[src/rtl/dm_arb.sv]
// Two-port data-memory arbiter: round-robin grant, one transaction at a time,
// each transaction runs LAT memory-access cycles followed by a one-cycle done pulse.
module dm_arb #(
    parameter int LAT = 1
) (
    input  logic        clk,
    input  logic        reset,
    input  logic        req0,
    input  logic        req1,
    input  logic        we0,
    input  logic        we1,
    input  logic [31:0] addr0,
    input  logic [31:0] addr1,
    input  logic [31:0] wdata0,
    input  logic [31:0] wdata1,
    input  logic [31:0] pc0,
    input  logic [31:0] pc1,
    output logic        gnt0,
    output logic        gnt1,
    output logic        done0,
    output logic        done1,
    output logic [31:0] rdata,
    output logic [31:0] mem_add,
    output logic [31:0] mem_data,
    output logic [31:0] mem_pc,
    output logic        mem_memW,
    output logic        mem_memR,
    input  logic [31:0] mem_rd
);

    typedef enum logic [1:0] {
        S_IDLE   = 2'd0,
        S_ACCESS = 2'd1,
        S_DONE   = 2'd2
    } state_t;

    state_t      r_state;
    state_t      w_next;
    logic        r_rr;
    logic [3:0]  r_cnt;
    logic        r_owner;
    logic        r_we;
    logic [31:0] r_addr;
    logic [31:0] r_wdata;
    logic [31:0] r_pc;
    logic [31:0] r_rdata;
    logic        w_accept;
    logic        w_last;

    assign w_last   = (r_cnt == 4'd0);
    assign w_accept = gnt0 | gnt1;
    assign rdata    = r_rdata;

    always_ff @(posedge clk or negedge reset) begin
        if (!reset) begin
            r_state <= S_IDLE;
        end else begin
            r_state <= w_next;
        end
    end

    always_comb begin
        w_next   = r_state;
        gnt0     = 1'b0;
        gnt1     = 1'b0;
        done0    = 1'b0;
        done1    = 1'b0;
        mem_add  = 32'd0;
        mem_data = 32'd0;
        mem_pc   = 32'd0;
        mem_memW = 1'b0;
        mem_memR = 1'b0;
        case (r_state)
            S_IDLE: begin
                // Grants are gated by reset so nothing is offered while held in reset.
                gnt0 = reset & req0 & (~req1 | ~r_rr);
                gnt1 = reset & req1 & (~req0 |  r_rr);
                if (gnt0 || gnt1) begin
                    w_next = S_ACCESS;
                end
            end
            S_ACCESS: begin
                mem_add  = r_addr;
                mem_data = r_wdata;
                mem_pc   = r_pc;
                mem_memR = ~r_we;
                if (w_last) begin
                    mem_memW = r_we;
                    w_next   = S_DONE;
                end
            end
            S_DONE: begin
                done0  = ~r_owner;
                done1  = r_owner;
                w_next = S_IDLE;
            end
            default: begin
                w_next = S_IDLE;
            end
        endcase
    end

    always_ff @(posedge clk or negedge reset) begin
        if (!reset) begin
            r_rr    <= 1'b0;
            r_cnt   <= 4'd0;
            r_owner <= 1'b0;
            r_we    <= 1'b0;
            r_addr  <= 32'd0;
            r_wdata <= 32'd0;
            r_pc    <= 32'd0;
            r_rdata <= 32'd0;
        end else if (r_state == S_IDLE) begin
            if (w_accept) begin
                // Pointer moves to the port that just lost (or did not request).
                r_rr    <= gnt0;
                r_owner <= gnt1;
                r_we    <= gnt1 ? we1    : we0;
                r_addr  <= gnt1 ? addr1  : addr0;
                r_wdata <= gnt1 ? wdata1 : wdata0;
                r_pc    <= gnt1 ? pc1    : pc0;
                r_cnt   <= 4'(LAT - 1);
            end
        end else if (r_state == S_ACCESS) begin
            if (w_last) begin
                r_rdata <= r_we ? 32'd0 : mem_rd;
            end else begin
                r_cnt <= r_cnt - 4'd1;
            end
        end
    end

endmodule

[config.mk]
export PLATFORM = sky130hd
export DESIGN_NAME = dm_arb
export DESIGN_NICKNAME = d
export VERILOG_FILES = /design/src/rtl/dm_arb.sv
export SDC_FILE = /design/constraint.sdc
export NUM_CORES = 1
export LEC_CHECK = 0
export CAP_MARGIN = 10
export CORE_AREA = 2 2 146 148
export DETAILED_ROUTE_END_ITERATION = 8
export DIE_AREA = 0 0 148 150
export PLACE_DENSITY = 0.77
export SYNTH_ARGS = -nofsm -noshare
export SYNTH_HDL_FRONTEND = slang
export SYNTH_SLANG_ARGS = --single-unit
[constraint.sdc]
create_clock -name clk -period 1.95 [get_ports clk]
set_clock_uncertainty 0.15 [all_clocks]
set_input_delay 0.4875 -clock clk [delete_from_list [all_inputs] [get_ports clk]]
set_output_delay 0.4875 -clock clk [all_outputs]
set_load 0.01 [all_outputs]
==> out/summary.json <==
{
  "area_growth_pct": 105,
  "share_of_async_settable_or_async_resettable_flops_after_synthesis_pct": 100,
  "antenna_cells": 0,
  "clock_latency_ns": 0.42,
  "status": "finished, violations left",
  "placement_rows": 53,
  "hold_buf_cts": 0,
  "syn_inst": 880,
  "worst-endpoint-arrival_ns": 1.72,
  "wirelength_mm": 41.4,
  "pin_count_of_the_biggest_net_entering_global_routing": 138,
  "final_min_period_over_clock_period_pct": 121,
  "post-synth-top-area-fraction_pct": 44.7,
  "critPathCapture": "mem_pc[4]",
  "timing_worst_slew_pin_value_ns": 0.832,
  "floorplan.io_pins": 364,
  "cp.required_ns": 1.31,
  "cts.htree.levels": 4,
  "route.detailed.drc": 0,
  "path_clk_slew_ns": 0.08,
  "worst-path-buf-inv": 4,
  "cts_root_buf": "sky130_fd_sc_hd__clkbuf_16",
  "post_synth_most_frequent_cells": "137 x sky130_fd_sc_hd__dfrtp_1, 98 x sky130_fd_sc_hd__nand4_1, 97 x sky130_fd_sc_hd__a21oi_1, 97 x sky130_fd_sc_hd__a31oi_1, 97 x sky130_fd_sc_hd__o31ai_1",
  "number_of_sinks_on_the_clock_net": 137,
  "die_height_um": 150,
  "crit_path_launch_type": "flop",
  "gr-usage-all-layers_pct": 31.4,
  "worst-setup-path-type": "reg -> out",
  "grt_pass1_wl_mm": 53.7,
  "timing.critical_path.cells": "nor2b_4, buf_6, buf_12, buf_16, and2_4, buf_6",
  "cp_num_cells": 6,
  "tritoncts_clock_tree": "yes",
  "netlist_area_before_placement_um2": 7670,
  "core_area_um2": 20700,
  "timing.slew.headroom_pct": 44.5,
  "hold_violations": 0,
  "synth.top_cells.by_area": "sky130_fd_sc_hd__dfrtp_1 45%, sky130_fd_sc_hd__o31ai_1 9.5%, sky130_fd_sc_hd__nand4_1 8.0%",
  "die_area_um2": 22200,
  "setup_violations": 199,
  "cts_max_path_buffers": 2,
  "drt_pass1_iterations": 5,
  "timing.final.ws_setup_ns": -0.404,
  "timing.critical_path.from": "r_state[0]",
  "cts_made_buffers": 17,
  "yosys_warnings": 0,
  "setup.worst_path.end_class": "output port",
  "preCtsSetupSlack_ns": -0.655,
  "violations": "negative setup slack",
  "cellLeakagePower_nw": 6.26,
  "viasPerCell": 6.28,
  "grt_pass1_vias": 9064,
  "setup_tns_ns": -55.88,
  "number_of_synthesized_flops_with_an_enable_pin": 0,
  "drt-wirelength-per-cell_um": 26.4,
  "post-dp-hpwl_mm": 18.4,
  "synth.largest_area_cell": "sky130_fd_sc_hd__dfrtp_1",
  "finish.net_count": 1511,
  "worstRegToRegCells": 8,
  "ir_worst_vdd_mv": 0.675,
  "globalplace.congestion": 0.798,
  "synth.net_count": 1111,
  "first_iter_violations": 891,
  "fin_crit_ns": 2.35,
  "yosys.cell_count.top_type": "sky130_fd_sc_hd__dfrtp_1",
  "critical-path-slowest-cell": "sky130_fd_sc_hd__dfrtp_1",
  "final_max_slew_viol_count": 0,
  "worst_path_largest_cell_delay_ns": 0.39,
  "timing.hold.worst.class": "in -> async",
  "share_of_cells_above_drive_strength_1_pct": 37.2,
  "detail-route-antenna-nets": 0,
  "rsz0062_at_grt": "yes",
  "antenna_violations_before_repair": 0,
  "critical_path.reg2reg.startpoint": "r_state[0]",
  "fmax_mhz": 425,
  "synth.lib_cells_used.distinct": 32,
  "worstReg2RegEnd": "r_wdata[24]",
  "timing.critical_path.fanout_max": 7,
  "synth_sequential_area_ratio_pct": 44.7,
  "synth_area_per_cell_um2": 8.72,
  "die_boundary_width_um": 148,
  "io_port_bufs": 363,
  "cpMostUsedCell": "sky130_fd_sc_hd__buf_6",
  "ff2ff_setup_slack_ns": -0.35,
  "critPathTopFamily": "buffers and inverters",
  "yosys_register_bits": 137,
  "start_util_pct": 37.1,
  "cap_violations": 0,
  "ys_dominant_reg_cell": "sky130_fd_sc_hd__dfrtp_1",
  "vias": 9843,
  "power-per-cell-area_nw_per_um2": 830,
  "grt_remaining_overflow": 0
}
report_power, final:
group          total, mW  internal, mW  switching (mW)
combinational       5.77          2.91            2.86
clock               3.32          1.81            1.50
sequential          3.98          3.55           0.435
total               13.1          8.27            4.80
final cells by class:
| class | instances | area, um^2 |
|---|---|---|
| Tap cell | 275 | 344 |
| Sequential cell | 137 | 3430 |
| Fill cell | 1336 | 4940 |
| Clock buffer | 17 | 425 |
| Clock inverter | 15 | 155 |
| Timing Repair Buffer | 500 | 6210 |
| Multi-Input combinational cell | 615 | 5140 |
| Inverter | 9 | 35.0 |
through the flow:
step	hold slack, ns	std cells	util (%)	total power, mW	instance area (um^2)
after global placement	0.337	1437	56.5	7.62	11700
after global routing	0.242	1568	76.1	13.5	15700
after CTS	0.216	1535	68.6	12.0	14200
after floorplan	0.0419	880	-	5.69	7680
final	0.121	1568	76.1	13.1	15700
after detailed placement	0.347	1437	56.5	7.70	11700
registers in the layout (all words and copies together), names as in the netlist:
name / cells
r_addr: 32
r_cnt: 4
r_owner: 1
r_pc: 32
r_rr: 1
r_state: 2
r_wdata: 32
r_we: 1
rdata: 32
worst reg2reg max path, cell delays in order, from the launching register on:
cell and delay (ns):
sky130_fd_sc_hd__dfrtp_1 0.41, sky130_fd_sc_hd__buf_6 0.14, sky130_fd_sc_hd__buf_6 0.13, sky130_fd_sc_hd__or3b_4 0.46, sky130_fd_sc_hd__buf_12 0.15, sky130_fd_sc_hd__buf_12 0.14, sky130_fd_sc_hd__buf_16 0.16, sky130_fd_sc_hd__o31ai_4 0.29
sky130_fd_sc_hd__a31oi_1 0.13
cell usage in the layout, fill, tap and decap left out, types with 35 or more instances in the layout:
cell type                           n
sky130_fd_sc_hd__a21oi_1           97
sky130_fd_sc_hd__a31oi_1           89
sky130_fd_sc_hd__and2_4            89
sky130_fd_sc_hd__buf_12            35
sky130_fd_sc_hd__buf_6            115
sky130_fd_sc_hd__clkdlybuf4s50_1  227
sky130_fd_sc_hd__dfrtp_1          136
sky130_fd_sc_hd__nand4_1           98
sky130_fd_sc_hd__o21ai_0           64
sky130_fd_sc_hd__o31ai_4           68
repair_timing:
action	4_1_cts	5_1_grt
pin swaps	102	129
resized for setup	672	245
endpoints found under the setup margin	217	216
setup buffers	33	26
cloned	34	17
endpoints found under the hold margin	0	0
layer usage:
layer | vias up | routed length (um) | part of all wire, % | track usage [%]
met1 | 4773 | 14600 | 35 | 38.0
met5 | - | 0 | 0 | 0
met3 | 173 | 4050 | 9.8 | 7.16
met4 | 0 | 2270 | 5.5 | 13.4
met2 | 727 | 20500 | 50 | 53.8
li1 | 4170 | - | - | -
logic make-up after synthesis:
group / share of synthesized area, %
buffers and inverters: 7.27
XOR/XNOR: 0.114
AO/OA/AOI/OAI: 28.5
adder cells (fa/ha/maj): 0.163
AND/OR/NAND/NOR: 19.3
flip-flops: 44.7
how the worst min path moves through the flow:
stage,depth (start not counted),endpoint,slack (ns),start
2_1_floorplan,0,r_addr[0],0.04,reset
3_3_place_gp,2,rdata[7],0.34,rdata[7]
3_5_place_dp,2,rdata[9],0.35,rdata[9]
4_1_cts,3,rdata[14],0.22,reset
5_1_grt,3,r_wdata[14],0.24,reset
6_report,3,r_wdata[14],0.12,reset
Power figures use the tool's default switching activity.
